<file path="src/rtl/pin_entry_controller.sv">
// Keypad PIN entry: edge-detects decoder strobes, buffers BCD digits with backspace/confirm,
// enforces length limits and an inactivity timeout, and hands the PIN off over ready/ack.
module pin_entry_controller #(
  parameter int MAX_DIGITS     = 8,
  parameter int MIN_DIGITS     = 4,
  parameter int TIMEOUT_CYCLES = 5000
) (
  input  logic                    clk,
  input  logic                    reset,
  input  logic                    enable,
  input  logic [3:0]              key_value,
  input  logic                    key_valid,
  output logic [4*MAX_DIGITS-1:0] pin_data,
  output logic [3:0]              pin_len,
  output logic                    pin_ready,
  input  logic                    pin_ack,
  output logic                    entry_active,
  output logic                    letter_valid,
  output logic [1:0]              letter_code,
  output logic                    err_pulse,
  output logic                    timeout_pulse
);

  localparam int DW = 4 * MAX_DIGITS;
  localparam int TW = $clog2(TIMEOUT_CYCLES);

  typedef enum logic [1:0] {S_IDLE, S_ENTRY, S_READY} state_t;

  state_t          state, state_nxt;
  logic            key_valid_d;
  logic            key_event;
  logic [TW-1:0]   timer, timer_nxt;
  logic [DW-1:0]   data_nxt;
  logic [3:0]      len_nxt;
  logic            err_nxt, timeout_nxt, letter_nxt;
  logic [1:0]      code_nxt;

  assign key_event = key_valid & ~key_valid_d;

  always_ff @(posedge clk or posedge reset) begin
    if (reset) state <= S_IDLE;
    else       state <= state_nxt;
  end

  // The timer stays at zero outside ENTRY, so entering ENTRY always starts a fresh idle window.
  always_comb begin
    state_nxt   = state;
    timer_nxt   = '0;
    data_nxt    = pin_data;
    len_nxt     = pin_len;
    err_nxt     = 1'b0;
    timeout_nxt = 1'b0;
    letter_nxt  = 1'b0;
    code_nxt    = 2'd0;
    if (!enable) begin
      state_nxt = S_IDLE;
      data_nxt  = '0;
      len_nxt   = '0;
    end else begin
      case (state)
        S_READY: begin
          if (pin_ack) begin
            state_nxt = S_IDLE;
            data_nxt  = '0;
            len_nxt   = '0;
          end
        end
        default: begin
          if (key_event) begin
            if (key_value <= 4'd9) begin
              if (pin_len < 4'(MAX_DIGITS)) begin
                data_nxt  = {pin_data[DW-5:0], key_value};
                len_nxt   = pin_len + 4'd1;
                state_nxt = S_ENTRY;
              end else begin
                err_nxt = 1'b1;
              end
            end else if (key_value == 4'd14) begin
              if (pin_len != 4'd0) begin
                data_nxt = pin_data >> 4;
                len_nxt  = pin_len - 4'd1;
                if (pin_len == 4'd1) state_nxt = S_IDLE;
              end
            end else if (key_value == 4'd15) begin
              if (pin_len >= 4'(MIN_DIGITS)) begin
                state_nxt = S_READY;
              end else begin
                state_nxt = S_IDLE;
                data_nxt  = '0;
                len_nxt   = '0;
                err_nxt   = 1'b1;
              end
            end else begin
              // Codes 10..13 map to 0..3; their low two bits are offset by 2.
              letter_nxt = 1'b1;
              code_nxt   = key_value[1:0] - 2'd2;
            end
          end else if (state == S_ENTRY) begin
            if (timer == TW'(TIMEOUT_CYCLES - 1)) begin
              state_nxt   = S_IDLE;
              data_nxt    = '0;
              len_nxt     = '0;
              timeout_nxt = 1'b1;
            end else begin
              timer_nxt = timer + 1'b1;
            end
          end
        end
      endcase
    end
  end

  always_ff @(posedge clk or posedge reset) begin
    if (reset) begin
      key_valid_d   <= 1'b0;
      timer         <= '0;
      pin_data      <= '0;
      pin_len       <= '0;
      pin_ready     <= 1'b0;
      entry_active  <= 1'b0;
      letter_valid  <= 1'b0;
      letter_code   <= 2'd0;
      err_pulse     <= 1'b0;
      timeout_pulse <= 1'b0;
    end else begin
      key_valid_d   <= key_valid;
      timer         <= timer_nxt;
      pin_data      <= data_nxt;
      pin_len       <= len_nxt;
      pin_ready     <= (state_nxt == S_READY);
      entry_active  <= (state_nxt == S_ENTRY);
      letter_valid  <= letter_nxt;
      letter_code   <= code_nxt;
      err_pulse     <= err_nxt;
      timeout_pulse <= timeout_nxt;
    end
  end

endmodule
</file>
<file path="config.mk">
export PLATFORM = sky130hd
export DESIGN_NAME = pin_entry_controller
export DESIGN_NICKNAME = d
export VERILOG_FILES = /design/src/rtl/pin_entry_controller.sv
export SDC_FILE = /design/constraint.sdc
export NUM_CORES = 1
export LEC_CHECK = 0
export CORE_ASPECT_RATIO = 0.6
export CORE_MARGIN = 2
export CORE_UTILIZATION = 45
export DETAILED_ROUTE_END_ITERATION = 8
export PLACE_DENSITY = 0.71
export RECOVER_POWER = 25
export REMOVE_ABC_BUFFERS = 1
export SETUP_SLACK_MARGIN = 0.4
export SYNTH_ARGS = -nofsm -noshare
export SYNTH_HDL_FRONTEND = slang
export SYNTH_SLANG_ARGS = --single-unit
export TNS_END_PERCENT = 50
</file>
<file path="constraint.sdc">
create_clock -name clk -period 4.5 [get_ports clk]
set_input_delay 0.675 -clock clk [delete_from_list [all_inputs] [get_ports clk]]
set_output_delay 0.675 -clock clk [all_outputs]
set_load 0.02 [all_outputs]
</file>
======== Yosys cells after proc, flatten, opt, wreduce, memory -nomap -nowiden ========
Cells that the tools add are included.
storage, ports and cells
  register bits after elaboration ......... 59
  input port bits ......................... 9
  logic and storage cells ................. 104
cells by class
  add/subtract/negate cells ............... 4
  equality and inequality tests ........... 15
  bitwise logic cells ..................... 2
  reduce and logical (&&, ||, !) cells .... 2
  mux-type cells .......................... 67
  $lt $le $gt $ge ......................... 3
operators by type and width
  operator                                                                              count
  32-bit 2-to-1 mux                                                                     12
  13-bit 2-to-1 mux                                                                     5
  4-bit 2-to-1 mux                                                                      12
  2-bit 2-to-1 mux                                                                      19
  1-bit 2-to-1 mux                                                                      19
  13-bit by 1-bit adder with 13-bit output (second input constant)                      1
  13-bit == test (second input constant)                                                1
  4-bit == test (second input constant)                                                 2
  4-bit by 1-bit != test with 1-bit output (second input constant)                      2
  7-bit AND reduction                                                                   1
  6-bit by 2-bit != test with 1-bit output (second input constant)                      1
  6-bit by 4-bit != test with 1-bit output (second input constant)                      1
  6-bit by 5-bit != test with 1-bit output (second input constant)                      1
  5-bit by 3-bit != test with 1-bit output (second input constant)                      1
  4-bit by 1-bit adder with 4-bit output (second input constant)                        1
  2-bit by 1-bit == test with 1-bit output (second input constant)                      2
  2-bit == test (second input constant)                                                 2
  4-bit by 1-bit == test with 1-bit output (second input constant)                      1
  4-bit by 3-bit greater-or-equal comparator with 1-bit output (second input constant)  1
  4-bit less-or-equal comparator (second input constant)                                1
  4-bit < comparator (second input constant)                                            1
  4-bit nonzero test                                                                    1
  4-bit by 1-bit subtractor with 4-bit output (second input constant)                   1
  3-bit != test (second input constant)                                                 1
  other kinds (3)                                                                       3

======== Depth between registers and ports, before layout ========
Gate-level depths: netlist (run 1).
  depth after elaboration ................. 9
  mapped depth ............................ 8
  depth with buffers taken out ............ 7

======== Least setup slack after synthesis (run 1) ========
OpenSTA, ideal clock, no wires.
  kind .................................... in2reg
  start ................................... in key_value[1]
  end ..................................... reg pin_data[0]
  cell stages on the path ................. 7
  arrival ................................. 2.247 ns
  setup time .............................. 0.125 ns
  required time ........................... 4.375 ns
  path slack .............................. 2.128 ns
  path through ............................ clkbuf_1 and3_1 a41oi_1 o211ai_1 a21oi_4 buf_6 mux2_2
between the ends
  word-level cells in the longest chain between the ends .. 6
RTL lines
  what                                                                                    RTL line  source
  start, declared                                                                         11        input logic [3:0] key_value,
  parallel branches: the longest is 6 deep, another holds 4-bit less-or-equal comparator  --
  end signal, assigned                                                                    128       pin_data <= data_nxt;
  end, declared                                                                           13        output logic [4*MAX_DIGITS-1:0] pin_data,
Several ways; the timed one is not identified.
A chain may end at the register's enable or synchronous reset.

======== Worst setup path in the final report (run 1) ========
  start ................................... in key_value[2]
  end ..................................... reg pin_data[17]
Same word-level chain as after synthesis.

==> metrics.csv, run 1 <==
metric;value;unit
largest net degree at the start of global routing;36;
post-synthesis async set-or-reset flop share;100;%
total core area;0.00671;mm2
routability cong.;0.800;
initial core utilization;46.9;%
WL/cell;15.1;um
number of synthesized register bits;59;
final hold violations;0;
dpl ws;1300;ps
cells resized by post-CTS repair;0;
post-CTS setup buffers;0;
Residual DRC;0;
reg2reg path depth;7;
WHS Endpoint;timer[0];
clock latency on the worst-skew pair;330;ps
Post-CTS Hold Buffers;0;
power per cell area;351;mW/mm2
RR Startpoint;state[0];
initial antenna violation count;0;
vias;2516;
drt pass-1 iters;4;
Final Power;1.42;mW
via/cell ratio;5.35;
CTS sink cnt;59;
post-layout minimum cycle time;2860;ps
Antenna Diode Count;0;
RSZ-0062 raised after global routing;false;
FMAX;0.350;GHz
clock tree buffer depth;2;
CTS Buf Count;9;
busiest metal layer after global routing;met2;
DRT antenna net count;0;
maximum vdd ir drop;222;uV
Worst setup EP type;flop;
Hold Crit Start;timer[0];
period utilization;63.6;%
setup violators final;0;
ys flop type;dfrtp_1;
R2R Path End;pin_data[11];
I/O Pins;52;
initial DRC count;172;
met3 usage;7.08;%
All-Layer GR Usage;20.5;%
vias in the first global route;2445;
LEAKAGE;1.70;nW
post-synthesis cell type count;48;
Max Cap Viol;0;
# rows;23;
DP Area;0.00372;mm2
met2 usage;29.8;%
PortBufs;51;
clk slew on worst S/H paths;50;ps
layout cell share with drive strength beyond 1;14.9;%
Worst Tran Pin Value;974;ps
worst-path maximum fanout;34;
final instance area;0.00405;mm2
launch point of the critical path;key_value[2];
CP required;4710;ps
clock root buffer;clkbuf_16;
Worst Hold Class;flop to flop;
Cells after Synth;327;
Filler cells;572;
max_slew headroom;35.0;%
H-tree levels;3;
Post-synth EDFFs;0;
area delta synth->final;29.0;%
met1 GRT Util;29.2;%
Util after Layout;60.4;%
fin nets;394;
slack of the critical path;1640;ps
WHS;455;ps
GR Overflow Total;0;
syn avg cell area;9.61;um2
first-pass GRT wire length;12100;um
WHS Path Cells;1;
placed instance count;454;
startpoint types;input pin;
Yosys Warn Count;0;
DRT Wirelength;7120;um
CP arrival;3070;ps
TritonCTS clock tree;built;
Die X;112;um
sequential fraction of the synthesis area;47.0;%
setup TNS;0;ps
R2R Setup Slk;1930;ps
die area;0.00769;mm2
clock skew;8.90;ps
Syn Std Cell Area;0.00314;mm2
Post-DP HPWL;4870;um
status;finished clean;
fin. max-slew vios;0;
final std cells w/o fill;470;
Die Ht;68.7;um
CP Class;input pin to flop;
-- cells by family after synthesis --
group / share of synthesized area (%)
and+or+nand+nor: 19.1
DFF: 47.0
AOI/OAI and AO/OA: 10.5
muxes: 12.7
buffers and inverters: 4.30
xor gates and xnor gates: 3.62
adders and majority gates: 2.79
-- layout make-up --
class | instances | area, um2 | share of cell area [%]
Inverter | 14 | 52.6 | 1.30
Timing Repair Buffer | 56 | 548 | 13.5
Clock buffer | 12 | 256 | 6.33
Tap cell | 87 | 109 | 2.69
Clock inverter | 4 | 72.6 | 1.79
Sequential cell | 59 | 1480 | 36.4
Multi-Input combinational cell | 238 | 1540 | 37.9
-- worst max-delay path: stages --
cell	delay [ps]
clkdlybuf4s50_1	580
o21ai_2	520
o211ai_1	310
a21oi_4	170
buf_4	400
mux2_2	390
-- cells in the final DEF (no fill, tap or decap), types with 3 or more instances in the layout --
master,synthesis,final
nand2_1,64,64
dfrtp_1,59,59
clkdlybuf4s50_1,0,49
a21oi_1,31,31
mux2_2,28,28
nor2_1,26,26
inv_1,14,14
clkbuf_16,0,9
xor2_1,7,7
ha_1,7,7
and3_1,6,6
xnor2_1,6,6
nor2b_1,5,5
o21ai_0,5,5
mux2i_1,5,5
buf_4,0,5
nand3_1,4,4
mux2_1,3,3
nor3_1,3,3
nand4_1,3,3
-- flip-flops by register name (all words and copies together), names as in the netlist --
signal and count:
key_valid_d 1, pin_data 32, entry_active 1, timeout_pulse 1, state 2, err_pulse 1, letter_valid 1, timer 13
pin_len 4, pin_ready 1, letter_code 2
-- cell usage after synthesis (all sizes together), types with 2 or more instances --
library cell / count / area share [%]
or3: 2 / 0.44
nand3: 4 / 0.64
nor2b: 5 / 1.0
mux2i: 5 / 1.6
ha: 7 / 2.8
and2: 2 / 0.40
nand2b: 2 / 0.48
mux2: 31 / 11
buf: 5 / 1.3
inv: 14 / 1.7
and4: 2 / 0.60
nor4: 2 / 0.40
nor3: 4 / 0.80
and3: 6 / 1.2
nand4: 3 / 0.60
nand2: 64 / 7.6
xnor2: 6 / 1.7
a21oi: 33 / 5.7
a41oi: 2 / 0.56
o21a: 2 / 0.48
o32ai: 2 / 0.56
a211oi: 2 / 0.48
dfrtp: 59 / 47
xor2: 7 / 2.0
nor2: 26 / 3.1
o21ai: 7 / 1.1
clkbuf: 11 / 1.3
-- how the worst max path moves through the flow --
stage / to / slack, ps / cells past startpoint
floorplan: pin_data[0] / 1030 / 4
global route: pin_data[14] / 1500 / 6
global placement: pin_data[13] / 1380 / 6
detailed placement: pin_data[14] / 1300 / 6
CTS: pin_data[0] / 1660 / 6
finish: pin_data[17] / 1640 / 6
-- layer usage --
metal,vias up,part of all wire [%]
met2,75,42
met4,0,1.2
li1,1224,-
met1,1207,50
met3,10,6.6
met5,-,0
-- power by group --
| group | internal (mW) | total [mW] | leakage (nW) | switching (mW) |
|---|---|---|---|---|
| combinational | 0.0511 | 0.133 | 0.720 | 0.0816 |
| sequential | 0.538 | 0.545 | 0.819 | 0.00720 |
| clock | 0.513 | 0.747 | 0.159 | 0.234 |
| total | 1.10 | 1.42 | 1.70 | 0.322 |
Note: power is estimated with default switching activity, not from simulation.
==> run 2: changes to the inputs <==
--- a/config.mk
+++ b/config.mk
@@ -9,7 +9,7 @@
 export CORE_MARGIN = 2
 export CORE_UTILIZATION = 45
 export DETAILED_ROUTE_END_ITERATION = 8
-export PLACE_DENSITY = 0.71
+export PLACE_DENSITY = 0.74
 export RECOVER_POWER = 25
 export REMOVE_ABC_BUFFERS = 1
 export SETUP_SLACK_MARGIN = 0.4
==> constraint.sdc (replaced) <==
create_clock -name clk -period 2.54 [get_ports clk]
set_input_delay 0.381 -clock clk [delete_from_list [all_inputs] [get_ports clk]]
set_output_delay 0.381 -clock clk [all_outputs]
set_load 0.02 [all_outputs]
==> run 2 against run 1 <==
Sequential power is 77% higher. Design area rose by 8.9%. Critical path depth up 3. Flip-flop and latch count unchanged. Die area unchanged. Clock-buffer cell count is 2 lower. Combinational power rose to 2.7 times the previous value. First-iteration DRC count stayed put. Total power is 70% higher. Core utilization increased by 5.4 points. Worst setup slack got worse by 1300 ps. Largest cell class unchanged. Critical path type unchanged.
==> metrics.csv, run 2 (synthesized netlist as in run 1, its figures left out) <==
metric;value;unit;change
register bank with the most flops;pin_data;;
via/cell ratio;5.39;;+0.77%
R2R Path End;pin_data[1];;
I/O Pins;52;;unchanged
Post-CTS Hold Buffers;0;;unchanged
launch point of the critical path;key_valid;;
Met3 Wirelength;431;um;-8.1%
Worst Tran Pin Value;1450;ps;+478 ps
Antenna Diode Count;0;;unchanged
CTS sink cnt;59;;unchanged
initial antenna violation count;0;;unchanged
registers with the most flip-flops;pin_data: 32 flops, timer: 13 flops, pin_len: 4 flops;;
met2 wire length;3670;um;+22%
power per cell area;548;mW/mm2;+56%
M1 WL;3860;um;+8.5%
status;finished clean;;
placed instance count;462;;+1.8%
max reg flops;32;;unchanged
routability cong.;0.850;;+6.2%
CP Class;input pin to flop;;
vias;2681;;+6.6%
commonest non-fill, non-tap cells in the layout;nand2_1 (64), dfrtp_1 (58), clkdlybuf4s50_1 (48), a21oi_1 (31), nor2_1 (26);;
maximum vdd ir drop;286;uV;+29%
WHS Path Cells;3;;+2
P_sw;0.613;mW;+90%
WL/cell;16.3;um;+7.7%
layout cell share with drive strength beyond 1;22.2;%;+7.3 points
PortBufs;51;;unchanged
initial DRC count;172;;unchanged
fin. max-slew vios;0;;unchanged
clock latency on the worst-skew pair;330;ps;about the same
Final Power;2.42;mW;+70%
TritonCTS clock tree;built;;
Post-DP HPWL;4850;um;-0.34%
commonest non-fill, non-tap cell in the layout;nand2_1;;
register share of total power;40.0;%;+1.7 points
post-layout minimum cycle time;2250;ps;
WHS Endpoint;letter_valid;;
GR Overflow Total;0;;unchanged
RR Startpoint;timer[5];;
setup violators final;0;;unchanged
area delta synth->final;40.4;%;
R2R Setup Slk;310;ps;-1620 ps
largest net degree at the start of global routing;60;;+67%
All-Layer GR Usage;22.6;%;+2.1 points
startpoint types;input pin;;
switching part of the total power;25.4;%;+2.7 points
CP arrival;2460;ps;-610 ps
clock tree buffer depth;2;;unchanged
die area;0.00769;mm2;unchanged
# rows;23;;unchanged
clock root buffer;clkbuf_16;;
CTS Buf Count;9;;unchanged
Residual DRC;0;;unchanged
FMAX;0.445;GHz;
Die Ht;68.7;um;unchanged
DRT Wirelength;8110;um;+14%
Die X;112;um;unchanged
max_slew headroom;3.19;%;-32 points
reg2reg path depth;8;;+1
drt pass-1 iters;4;;unchanged
Worst Hold Class;input pin to flop;;
Gate power share;14.9;%;+5.6 points
clk slew on worst S/H paths;50;ps;about the same
H-tree levels;3;;unchanged
CP required;2750;ps;-1960 ps
share of power burned in the clock network;45.1;%;-7.3 points
worst-path maximum fanout;8;;-76%
final hold violations;0;;unchanged
Hold Crit Start;key_value[3];;
first-pass GRT wire length;13500;um;+11%
RSZ-0062 raised after global routing;true;;
top layer in use;met4;;
initial core utilization;46.9;%;unchanged
Max Cap Viol;0;;unchanged
clock skew;5.89;ps;-3.01 ps
period utilization;88.4;%;
vias in the first global route;2751;;+13%
LEAKAGE;1.91;nW;+12%
fin nets;422;;+7.1%
DRT antenna net count;0;;unchanged
Worst setup EP type;flop;;
total core area;0.00671;mm2;unchanged
final std cells w/o fill;497;;+5.7%
Cell Int Power;1.80;mW;+64%
==> run 2: cell count changes in the layout (fill, tap and decap cells not counted), sizes merged <==
cell           delta
clkinvlp          +1
dlymetal6s2s      +1
clkbuf            -1
buf              +27
bufinv            -2
clkdlybuf4s50     -1
clkinv            +3
inv               -1
==> run 2: worst max-delay path by stage <==
| stage | slack [ps] | cells after the start | endpoint |
|---|---|---|---|
| 4_1_cts | 290 | 9 | pin_data[13] |
| 3_5_place_dp | 70 | 7 | pin_data[14] |
| 3_3_place_gp | 150 | 7 | pin_data[20] |
| 6_report | 290 | 9 | pin_data[1] |
| 2_1_floorplan | -630 | 4 | pin_data[0] |
| 5_1_grt | 190 | 9 | pin_data[13] |
==> run 2: metal layers <==
metal / vias up / GRT usage, %
met5: - / 0
met4: 0 / 7.25
met3: 17 / 7.60
met2: 75 / 35.3
met1: 1309 / 30.1
li1: 1280 / -
==> run 2: layout make-up <==
class | count | area (um2)
fill | 529 | 2290
inverter | 14 | 52.6
clock inverter | 5 | 30.0
timing repair buffer | 84 | 863
clock buffer | 10 | 239
multi-input combinational | 238 | 1640
tap | 87 | 109
sequential | 59 | 1480
==> run 2: through the flow <==
stage | setup TNS (ps) | util (%) | setup WS [ps] | cell area [um2] | hold slack (ps)
floorplan | -21360 | - | -633 | 3060 | 412
global placement | 0 | 57.0 | 145 | 3820 | 442
detailed placement | 0 | 57.0 | 73.2 | 3820 | 456
CTS | 0 | 65.0 | 288 | 4360 | 448
global route | 0 | 65.8 | 194 | 4410 | 506
finish | 0 | 65.8 | 294 | 4410 | 470
==> run 2: worst max-delay path: stages <==
cell	delay [ps]
dlygate4sd3_1	610
nand2b_2	170
a41oi_1	190
o211ai_1	220
a21oi_4	220
buf_6	130
buf_6	110
buf_16	140
mux2_4	300
==> run 2: repair_timing <==
action	CTS	global route
setup buffers	9	8
cloned	3	0
pin swaps	4	2
endpoints found under the setup margin	34	39
hold endpoints to repair	0	0
gates resized for setup	29	3
==> run 2: power by group through the flow <==
stage,Sequential [mW],Clock [mW],Combinational (mW)
after floorplan,0.988,0,0.143
after global placement,0.981,0,0.254
after detailed placement,0.981,0,0.257
after CTS,0.966,1.11,0.345
after global routing,0.968,1.15,0.383
final,0.967,1.09,0.359
